--- config.mk ---
export PLATFORM = sky130hd
export DESIGN_NAME = ecc_error_monitor
export DESIGN_NICKNAME = d
export VERILOG_FILES = /design/src/rtl/ecc_error_monitor.sv
export SDC_FILE = /design/constraint.sdc
export NUM_CORES = 1
export LEC_CHECK = 0
export ABC_AREA = 1
export CAP_MARGIN = 10
export CORE_UTILIZATION = 45
export DETAILED_ROUTE_END_ITERATION = 10
export PLACE_DENSITY_LB_ADDON = 0.15
export SLEW_MARGIN = 20
export SYNTH_ARGS = -nofsm -noshare
export SYNTH_HDL_FRONTEND = slang
export SYNTH_SLANG_ARGS = --single-unit
--- constraint.sdc ---
create_clock -name clk -period 1.9 [get_ports clk]
set_input_delay 0.38 -clock clk [delete_from_list [all_inputs] [get_ports clk]]
set_output_delay 0.38 -clock clk [all_outputs]
set_load 0.05 [all_outputs]
--- src/rtl/ecc_error_monitor.sv ---
// ECC error monitor: registers decoded beats out with a poison flag, counts CE/UE events,
// captures the first error address and drives a health state machine with a level interrupt.
module ecc_error_monitor #(
    parameter int DATA_WIDTH   = 8,
    parameter int ADDR_WIDTH   = 8,
    parameter int CNT_WIDTH    = 8,
    parameter int CE_THRESHOLD = 4
) (
    input  logic                  clk,
    input  logic                  rst_n,
    input  logic                  in_valid,
    output logic                  in_ready,
    input  logic [ADDR_WIDTH-1:0] in_addr,
    input  logic [DATA_WIDTH-1:0] in_data,
    input  logic                  in_error_detected,
    input  logic                  in_error_corrected,
    output logic                  out_valid,
    input  logic                  out_ready,
    output logic [DATA_WIDTH-1:0] out_data,
    output logic                  out_poison,
    output logic [CNT_WIDTH-1:0]  ce_count,
    output logic [CNT_WIDTH-1:0]  ue_count,
    output logic                  first_err_valid,
    output logic [ADDR_WIDTH-1:0] first_err_addr,
    output logic                  first_err_ue,
    output logic [1:0]            health,
    output logic                  irq,
    input  logic                  clear
);

    typedef enum logic [1:0] {
        NORMAL   = 2'b00,
        DEGRADED = 2'b01,
        FAILED   = 2'b10
    } health_e;

    localparam logic [CNT_WIDTH-1:0] CNT_MAX = {CNT_WIDTH{1'b1}};
    localparam logic [CNT_WIDTH-1:0] CE_THR  = CNT_WIDTH'(CE_THRESHOLD);

    logic                  out_valid_q, out_valid_d;
    logic [DATA_WIDTH-1:0] out_data_q, out_data_d;
    logic                  out_poison_q, out_poison_d;
    logic [CNT_WIDTH-1:0]  ce_q, ce_d, ue_q, ue_d;
    logic                  first_valid_q, first_valid_d;
    logic [ADDR_WIDTH-1:0] first_addr_q, first_addr_d;
    logic                  first_ue_q, first_ue_d;
    health_e               health_q, health_d;
    logic                  irq_q, irq_d;

    logic accept, is_ce, is_ue;

    assign in_ready = !out_valid_q | out_ready;
    assign accept   = in_valid & in_ready;
    // The illegal det=0/corr=1 combination falls into UE together with det=1/corr=0.
    assign is_ce    = accept & in_error_detected & in_error_corrected;
    assign is_ue    = accept & (in_error_detected ^ in_error_corrected);

    // Clear forms the base state; an accepted event in the same cycle is applied on top of it.
    always_comb begin
        out_valid_d   = out_valid_q;
        out_data_d    = out_data_q;
        out_poison_d  = out_poison_q;
        if (accept) begin
            out_valid_d  = 1'b1;
            out_data_d   = in_data;
            out_poison_d = is_ue;
        end else if (out_ready) begin
            out_valid_d  = 1'b0;
        end

        ce_d          = clear ? '0 : ce_q;
        ue_d          = clear ? '0 : ue_q;
        first_valid_d = clear ? 1'b0 : first_valid_q;
        first_addr_d  = clear ? '0 : first_addr_q;
        first_ue_d    = clear ? 1'b0 : first_ue_q;
        health_d      = clear ? NORMAL : health_q;
        irq_d         = clear ? 1'b0 : irq_q;

        if (is_ce && ce_d != CNT_MAX) ce_d = ce_d + 1'b1;
        if (is_ue && ue_d != CNT_MAX) ue_d = ue_d + 1'b1;

        if ((is_ce || is_ue) && !first_valid_d) begin
            first_valid_d = 1'b1;
            first_addr_d  = in_addr;
            first_ue_d    = is_ue;
        end

        if (is_ue) begin
            if (health_d != FAILED) begin
                health_d = FAILED;
                irq_d    = 1'b1;
            end
        end else if (health_d == NORMAL && ce_d >= CE_THR) begin
            health_d = DEGRADED;
            irq_d    = 1'b1;
        end
    end

    always_ff @(posedge clk or negedge rst_n) begin
        if (!rst_n) begin
            out_valid_q   <= 1'b0;
            out_data_q    <= '0;
            out_poison_q  <= 1'b0;
            ce_q          <= '0;
            ue_q          <= '0;
            first_valid_q <= 1'b0;
            first_addr_q  <= '0;
            first_ue_q    <= 1'b0;
            health_q      <= NORMAL;
            irq_q         <= 1'b0;
        end else begin
            out_valid_q   <= out_valid_d;
            out_data_q    <= out_data_d;
            out_poison_q  <= out_poison_d;
            ce_q          <= ce_d;
            ue_q          <= ue_d;
            first_valid_q <= first_valid_d;
            first_addr_q  <= first_addr_d;
            first_ue_q    <= first_ue_d;
            health_q      <= health_d;
            irq_q         <= irq_d;
        end
    end

    assign out_valid       = out_valid_q;
    assign out_data        = out_data_q;
    assign out_poison      = out_poison_q;
    assign ce_count        = ce_q;
    assign ue_count        = ue_q;
    assign first_err_valid = first_valid_q;
    assign first_err_addr  = first_addr_q;
    assign first_err_ue    = first_ue_q;
    assign health          = health_q;
    assign irq             = irq_q;

endmodule

==> summary.txt <==
Run status
  • Status: finished clean

Power
  • Peak supply drop: around 0.00052 V
  • Combinational power share: 26.3%
  • Pwr/cell area: approximately 770 nW/um2
  • P_leak: about 1.5 nW
  • Sequential power share: 41.4%
  • Pint: ~1.5 mW
  • Switch share: 31.75%
  • Psw: ~0.71 mW
  • Clock group share of total power: about 32%

Yosys
  • Post-synth top area share: 51.32%
  • Synth area leader: dfrtp_1
  • Synth Warn #: 0
  • Ranking of synthesized cells by area: dfrtp_1 51%, nand2_1 17%, inv_1 5.5%
  • Sequential area share after synthesis: 51.32%
  • Syn nets: about 260
  • Post-Syn Instances: roughly 240
  • Unique masters post-synth: 25
  • Synthesized cell area: roughly 1900 um2
  • Post-synthesis register bit count: 39
  • Avg Cell Area, Syn: 7.991 um2

Global routing
  • Initial antenna violation count: 0
  • First-pass GRT wire length: ~7300 um
  • Vias in the first global route: approximately 1700
  • GRT Overall Usage: approximately 22%
  • Pin count of the biggest net entering global routing: 34
  • Gr ovfl total: 0

Routing
  • DR WL/cell: between 10 and 15 um
  • Via count: approximately 1800
  • ANT nets after route: 0
  • Final WL: between 4000 and 5000 um
  • Iteration-0 DRC Markers: 66
  • # DRC: 0
  • Drt pass-1 iters: 6
  • Vias/cell: between 4 and 5

Setup path
  • CP Cell Sequence: clkdlybuf4s50_1
  • Crit. End Element: output pin
  • Worst EP required: 1520 ps
  • Slowest CP cell: clkdlybuf4s50_1
  • Register-to-register setup slack: between 100 and 150 ps
  • Reg-to-reg startpoint: ce_count[1]$_DFF_PN0_
  • CP top delay family: buffers and inverters
  • Buf+Inv Stages, Crit Path: 1
  • Slowest stage delay, CP: slightly above 800 ps
  • CP Max Fanout: 2
  • CP startpoint: out_data[2]$_DFFE_PN0P_
  • Critical path class: reg2out
  • Critical path data arrival time: approximately 1500 ps
  • Worst Setup Start Kind: flop

Layout
  • N_diodes: 0
  • Post-route cell area: about 2900 um2
  • Fin nets: about 360
  • Share of cells above drive strength 1: between 20 and 30%
  • Area Growth Syn to Fin: 53.88%

Floorplan
  • Full die area: between 4000 and 5000 um2
  • Die H: 67.01 um
  • Initial Utilization: between 40% and 50%
  • I/O pins: 63
  • Cell Rows: 23
  • Die W: about 67 um
  • Core ar.: 4029 um2

STA
  • Worst setup margin: 42.10 ps
  • F_max: between 500 and 600 MHz
  • Tightest Pin Transition: approximately 740 ps
  • Fin crit share: a little over nine tenths
  • Max Slew Vio Count: 0
  • Final setup fails: 0
  • Fin. Hold Viols: 0
  • RSZ-0062 raised after global routing: yes
  • Relative max-transition margin: 50.82%
  • Final min period: between 1500 and 2000 ps
  • Post-Route Skew: around 5.7 ps

CTS
  • Clock slew at reported path FFs: 80 ps
  • Hold Buf Count CTS: 0
  • Cts bufs inserted: 5
  • CTS tree: built
  • CTS max path bufs: 2
  • CTS H-Tree Depth: 2
  • Clock sinks: 39
  • Clock Latency Late Sink: roughly 300 ps
  • CTS Root Cell: clkbuf_8

Placed design
  • Area post-placement: around 2700 um2
  • Number of port buffers: 62
  • RD Place Congestion: ~0.83
  • Placement Setup Slack: -433.4 ps
  • Final HPWL DP: between 3000 and 4000 um

Flow run
  • Max Cap Viol: 0

Min path
  • Min-delay worst type: in2async
power groups by stage:
stage	Clock [mW]	Combinational, mW	Sequential [mW]
floorplan	0	0.110	1.17
global placement	0	0.583	0.942
detailed placement	0	0.586	0.944
CTS	0.741	0.589	0.929
global route	0.773	0.628	0.935
finish	0.725	0.589	0.928
worst paths after layout:
path / cells past startpoint / endpoint
setup / recovery: 1 / out_data[2]
hold / removal: 1 / first_err_addr[4]$_DFFE_PN0P_
setup reg to reg: 14 / irq$_DFF_PN0_
hold reg to reg: 2 / out_data[5]$_DFFE_PN0P_
max in group asynchronous: 2 / ue_count[4]$_DFF_PN0_
min in group clk: 4 / health[0]$_DFF_PN0_
layout by cell type (no fill, tap or decap):
cell / count
bufinv_16: 1
nand3b_1: 1
clkbuf_8: 6
nor2_2: 7
nor3_2: 1
xnor2_1: 5
clkinv_2: 1
nor2_4: 2
or2_2: 1
nor3_1: 1
nand2_2: 7
a21oi_1: 1
nand4_1: 2
inv_2: 4
nand2_4: 1
inv_1: 27
nand3_2: 1
dfrtp_2: 3
a31oi_1: 1
dlymetal6s2s_1: 1
inv_4: 1
xor2_1: 4
nand2_1: 84
nand3_1: 21
nor2_1: 10
clkbuf_2: 1
buf_4: 54
clkdlybuf4s50_1: 39
ha_2: 2
dfrtp_1: 36
o21ai_0: 11
buf_12: 1
buf_2: 1
synth_stat cells, drive strengths merged:
library cell,instances
nand3b,1
or2,1
nand2,92
dfrtp,39
clkbuf,3
nor2,19
nand3,22
o21ai,11
ha,2
xnor2,5
inv,32
xor2,4
a21oi,1
nor3,2
nand4,2
a31oi,1
buf,1
per-stage QoR:
stage               TNS, ps  std cells  power, mW  util [%]  hold slack (ps)
global route         -45.47        389      2.336     72.64            183.3
floorplan                 0        238      1.277         -            84.41
CTS                       0        383      2.259     71.06            162.6
global placement      -5291        375      1.525     68.11            462.1
finish                    0        389      2.243     72.64            140.4
detailed placement    -5845        375      1.530     68.11            464.0
layer usage:
layer  global-route usage (%)  routed length [um]  vias to the layer above
li1                         -                   -                      935
met1                    26.24                2034                      828
met2                    36.88                2123                       42
met3                    7.534                 238                        9
met4                    8.777                  93                        0
met5                        0                   0                        -
registers in the layout (all words and copies together) (netlist names):
register and cells:
out_poison 1, health 2, first_err_ue 1, ue_count 8, ce_count 8, first_err_addr 8
first_err_valid 1, out_valid 1, irq 1, out_data 8
logic make-up (layout without fill, tap and decap cells):
group / count (synthesis) / after routing / share of synthesized area, %
AO/OA/AOI/OAI: 13 / 13 / 3.487
flip-flops: 39 / 39 / 51.32
AND/OR/NAND/NOR: 139 / 139 / 32.10
adder cells (fa/ha/maj): 2 / 2 / 1.316
XOR/XNOR: 9 / 9 / 4.144
buffers and inverters: 36 / 137 / 7.632
cell type report:
type	count	area, um2
clock buffers	6	82.58
clock inverters	2	35.03
fillers	342	1102
inverters	32	122.6
multi-input cells	163	805.8
flip-flops and latches	39	979.7
well taps	50	62.56
repair buffers	97	838.3
repair_timing:
action / 4_1_cts / 5_1_grt
resized for setup: 2 / 11
pin swaps: 0 / 8
buffers inserted: 0 / 6
endpoints found under the setup margin: 10 / 9
Note: power is estimated with default switching activity, not from simulation.
